[src/rtl/typedefs.sv]
// Shared opcode/state encodings for the accumulator CPU.
package typedefs;

    typedef enum logic [2:0] {
        HLT = 3'd0,
        SKZ = 3'd1,
        ADD = 3'd2,
        AND = 3'd3,
        XOR = 3'd4,
        LDA = 3'd5,
        STO = 3'd6,
        JMP = 3'd7
    } opcode_t;

    typedef enum logic [2:0] {
        INST_ADDR  = 3'd0,
        INST_FETCH = 3'd1,
        INST_LOAD  = 3'd2,
        IDLE       = 3'd3,
        OP_ADDR    = 3'd4,
        OP_FETCH   = 3'd5,
        ALU_OP     = 3'd6,
        STORE      = 3'd7
    } state_t;

    // Opcodes that read an operand from memory and write the accumulator.
    function automatic logic is_aluop(input opcode_t op);
        return (op == ADD) || (op == AND) || (op == XOR) || (op == LDA);
    endfunction

endpackage

[src/rtl/cpu_ctrl_decode.sv]
// Combinational decode of (ps, opcode, zero) into the seven datapath strobes.
module cpu_ctrl_decode
    import typedefs::*;
(
    input  state_t  ps,
    input  opcode_t opcode,
    input  logic    zero,
    output logic    mem_rd,
    output logic    load_ir,
    output logic    halt,
    output logic    inc_pc,
    output logic    load_ac,
    output logic    load_pc,
    output logic    mem_wr
);

    logic aluop;
    assign aluop = is_aluop(opcode);

    always_comb begin
        mem_rd  = 1'b0;
        load_ir = 1'b0;
        halt    = 1'b0;
        inc_pc  = 1'b0;
        load_ac = 1'b0;
        load_pc = 1'b0;
        mem_wr  = 1'b0;
        case (ps)
            INST_ADDR: ;
            INST_FETCH: mem_rd = 1'b1;
            INST_LOAD, IDLE: begin
                mem_rd  = 1'b1;
                load_ir = 1'b1;
            end
            OP_ADDR: begin
                inc_pc = 1'b1;
                halt   = (opcode == HLT);
            end
            OP_FETCH: mem_rd = aluop;
            ALU_OP: begin
                mem_rd  = aluop;
                load_ac = aluop;
                inc_pc  = (opcode == SKZ) && zero;
                load_pc = (opcode == JMP);
            end
            STORE: begin
                mem_rd  = aluop;
                load_ac = aluop;
                inc_pc  = (opcode == JMP);
                load_pc = (opcode == JMP);
                mem_wr  = (opcode == STO);
            end
            default: ;
        endcase
    end

endmodule

[src/rtl/cpu_sequencer.sv]
// Eight-state instruction sequencer; optional sticky halt when CPU_HALT_LATCH_EN is defined.
module cpu_sequencer
    import typedefs::*;
(
    input  logic    clk,
    input  logic    rst_,
    input  opcode_t opcode,
    input  logic    zero,
    output state_t  ps,
    output logic    mem_rd,
    output logic    load_ir,
    output logic    halt,
    output logic    inc_pc,
    output logic    load_ac,
    output logic    load_pc,
    output logic    mem_wr
);

    state_t ps_d;
    logic   halt_dec;
    logic   inc_pc_dec;

    cpu_ctrl_decode u_decode (
        .ps      (ps),
        .opcode  (opcode),
        .zero    (zero),
        .mem_rd  (mem_rd),
        .load_ir (load_ir),
        .halt    (halt_dec),
        .inc_pc  (inc_pc_dec),
        .load_ac (load_ac),
        .load_pc (load_pc),
        .mem_wr  (mem_wr)
    );

`ifdef CPU_HALT_LATCH_EN
    logic halted_q;
    logic halted_d;

    always_comb begin
        halted_d = halted_q || ((ps == OP_ADDR) && (opcode == HLT));
        // Parking in OP_ADDR keeps the machine stopped until reset.
        ps_d     = halted_d ? OP_ADDR : state_t'(ps + 3'd1);
    end

    always_ff @(posedge clk or negedge rst_) begin
        if (!rst_) begin
            ps       <= INST_ADDR;
            halted_q <= 1'b0;
        end else begin
            ps       <= ps_d;
            halted_q <= halted_d;
        end
    end

    assign halt   = halt_dec | halted_q;
    assign inc_pc = inc_pc_dec & ~halted_q;
`else
    always_comb begin
        ps_d = state_t'(ps + 3'd1);
    end

    always_ff @(posedge clk or negedge rst_) begin
        if (!rst_) begin
            ps <= INST_ADDR;
        end else begin
            ps <= ps_d;
        end
    end

    assign halt   = halt_dec;
    assign inc_pc = inc_pc_dec;
`endif

endmodule

[config.mk]
export PLATFORM = sky130hd
export DESIGN_NAME = cpu_sequencer
export DESIGN_NICKNAME = d
export VERILOG_FILES = /design/src/rtl/typedefs.sv /design/src/rtl/cpu_ctrl_decode.sv /design/src/rtl/cpu_sequencer.sv
export SDC_FILE = /design/constraint.sdc
export NUM_CORES = 1
export LEC_CHECK = 0
export BUFFER_PORTS_ARGS = -buffer_cell sky130_fd_sc_hd__buf_2
export CORE_AREA = 2 2 39 41
export DETAILED_ROUTE_END_ITERATION = 6
export DIE_AREA = 0 0 41 43
export PLACE_DENSITY_LB_ADDON = 0.15
export SLEW_MARGIN = 20
export SYNTH_ARGS = -nofsm -noshare
export SYNTH_HDL_FRONTEND = slang
export SYNTH_SLANG_ARGS = --single-unit
[constraint.sdc]
create_clock -name clk -period 3 [get_ports clk]
set_input_delay 0.45 -clock clk [delete_from_list [all_inputs] [get_ports clk]]
set_output_delay 0.45 -clock clk [all_outputs]
set_load 0.01 [all_outputs]
==> run summary <==
Maximum buffer depth of the clock tree: 2
Switching part of the total power: 20.51%
Buffers added on ports: 15
Post-synthesis sequential area ratio: 27.78%
Lkg Pwr: 0.2246 nW
Final TNS setup: 0 ns
CTS sink cnt: 3
Number of vias per cell after detailed routing: 4.045
Synth warn: 0
Number of setup buffers added after CTS: 0
Reg with most FFs: ps
GRT Total Usage: 8.669%
Switching power: 0.00002451 W
Number of flip-flops in the largest register: 3
Minimum period implied by the final worst setup slack: 1.934 ns
# resized after CTS: 0
Top cell type's share of synthesized area: 27.78%
Antenna violations before repair: 0
Post-Route Skew: 0.00009971 ns
Placeable Area: 1384 µm²
Share of power burned in registers: 34.1%
Internal power contribution: 0.00009498 W
Worst skew pair latency: 0.23 ns
Fin crit share: 64.46%
Power share of the combinational group: 7.6%
X dimension of the die: 41 µm
Avg WL per Cell: 8.657 µm
Finished Core Util: 29.02%
Syn Inst Count: 31
Total CTS buffers: 3
Fin Hold WS: 0.5261 ns
Cell Rows: 14
Worst Setup End Kind: output pin
Path category of the worst min-delay check: reg2reg
R2R setup slack: 1.96 ns
Setup Viol. Count Final: 0
Worst path required time: 2.55 ns
Fmax: 517.1 MHz
Vertical die dimension: 43 µm
Number of design rule violations left after detail routing: 0
Share of post-route cells with drive strength above 1: 41.18%
Setup repair after global routing missed its margin: no
Vias in the first global route: 264
Congestion Overflow GR: 0
Global placer's final weighted congestion: 0.5809
CTS H-tree lvls: 1
Number of diodes: 0
Power Density: 297.5 nW/µm²
Least-Margin Pin Slew: 0.1752 ns
Post-synthesis register bit count: 3
Leading cell types by total area after synthesis: sky130_fd_sc_hd__dfrtp_1, sky130_fd_sc_hd__ha_1, sky130_fd_sc_hd__nor2_1
Critical Path Start Type: flop
Count of distinct cell types in the synthesized netlist: 16
Mean cell area of the mapped netlist: 8.718 µm²
DP Wirelength: 500.2 µm
CTS tree: done
Initial Utilization: 19.53%
Pin count of the biggest net entering global routing: 6
Most area-hungry cell type in the Yosys netlist: sky130_fd_sc_hd__dfrtp_1
CP arrival: 1.48 ns
Count of hold buffers inserted by post-cts repair: 1
Vias post-DR: 271
Start-to-end type of the worst setup path: reg2out
Peak supply drop: 0.0001658 V
Post-Syn Area: 270.3 µm²
Max-slew violation count: 0
Post-layout total power: 0.0001195 W
Peak fanout along the critical path: 4
DIE AREA: 1763 µm²
Global-route wire length before repair: 993 µm
Initial DRC count: 2
Final wirelength: 580 µm
Root Buffer: sky130_fd_sc_hd__clkbuf_4
Final layout net count: 64
Count of max-cap constraint violations: 0
Portion of total power attributed to the clock network: 58.3%
Relative slew slack: 88.24%
Area growth, synth to finish: 48.61%
DR pass1 iterations: 2
Post-route antenna net violation count: 0
Mapped Nets: 43
Largest registers ranked by flip-flop count: ps x3
Status: finished, final reports clean
Number of top-level pins: 16
Hold Fails Final Rpt: 0
Worst-path clk slew: 0.04 ns
layout make-up:
type,count,area [µm²]
Fill cell,151,982.2
Multi-Input combinational cell,23,176.4
Timing Repair Buffer,16,85.08
Sequential cell,3,75.07
Clock buffer,4,26.28
Tap cell,16,20.02
Inverter,5,18.77
power by group through the flow:
stage	logic [W]	registers (W)	clock network, W
after floorplan	0.00000219	0.0000412	0
after global placement	0.00000846	0.0000412	0
after detailed placement	0.00000829	0.0000412	0
after CTS	0.00000926	0.0000407	0.0000749
after global routing	0.0000103	0.0000406	0.0000806
final	0.00000908	0.0000407	0.0000697
metal layers:
layer	global-route usage (%)	wire length (µm)	part of all wire (%)	up-vias
met1	9.772	234	40	118
met4	8.000	0	0	0
li1	-	-	-	144
met2	11.25	294	51	9
met5	0	0	0	-
met3	4.188	50	8.6	0
per-stage QoR:
step           setup WS (ns)  cell area, µm²  cells
5_1_grt               0.9560           401.6     67
3_5_place_dp           1.288           365.4     62
2_1_floorplan          1.400           270.3     31
4_1_cts                1.034           401.6     67
3_3_place_gp           1.296           365.4     62
6_report               1.066           401.6     67
worst paths after layout:
check | from | endpoint | cells after the start
setup reg to reg | ps[0] | ps[2] | 3
setup / recovery | ps[0] | mem_rd | 6
hold reg to reg | ps[0] | ps[0] | 1
hold / removal | ps[0] | ps[0] | 1
max in group asynchronous | rst_ | ps[2] | 2
min in group asynchronous | rst_ | ps[1] | 2
cells in the mapped netlist, drive strengths merged:
| library cell | n |
|---|---|
| xnor2 | 1 |
| inv | 5 |
| dfrtp | 3 |
| ha | 6 |
| a21oi | 1 |
| nand2 | 1 |
| nor2 | 5 |
| nor3b | 1 |
| a21o | 2 |
| o22ai | 1 |
| or3 | 1 |
| nand3 | 2 |
| a41oi | 1 |
| o21ai | 1 |
critical path, cell delays in order, from the launching register on:
cell and delay, ns:
sky130_fd_sc_hd__dfrtp_1 0.40, sky130_fd_sc_hd__ha_1 0.23, sky130_fd_sc_hd__ha_1 0.21, sky130_fd_sc_hd__inv_1 0.08, sky130_fd_sc_hd__nand2_1 0.05, sky130_fd_sc_hd__a21o_1 0.17, sky130_fd_sc_hd__buf_2 0.13
cell usage in the layout, fill, tap and decap left out, types with 2 or more instances in the layout:
master | Yosys | final
sky130_fd_sc_hd__nand3_1 | 2 | 2
sky130_fd_sc_hd__clkbuf_4 | 0 | 3
sky130_fd_sc_hd__inv_1 | 4 | 4
sky130_fd_sc_hd__dfrtp_1 | 3 | 3
sky130_fd_sc_hd__ha_1 | 6 | 6
sky130_fd_sc_hd__buf_2 | 0 | 15
sky130_fd_sc_hd__nor2_1 | 5 | 5
cells by family (layout without fill, tap and decap cells):
logic type               Yosys count  after routing  synth area share, %
AO/OA/AOI/OAI                      6              6                15.28
flip-flops                         3              3                27.78
XOR/XNOR                           1              1                3.241
AND/OR/NAND/NOR                   10             10                18.98
buffers and inverters              5             25                6.941
adder cells (fa/ha/maj)            6              6                27.78
Power figures use the tool's default switching activity.
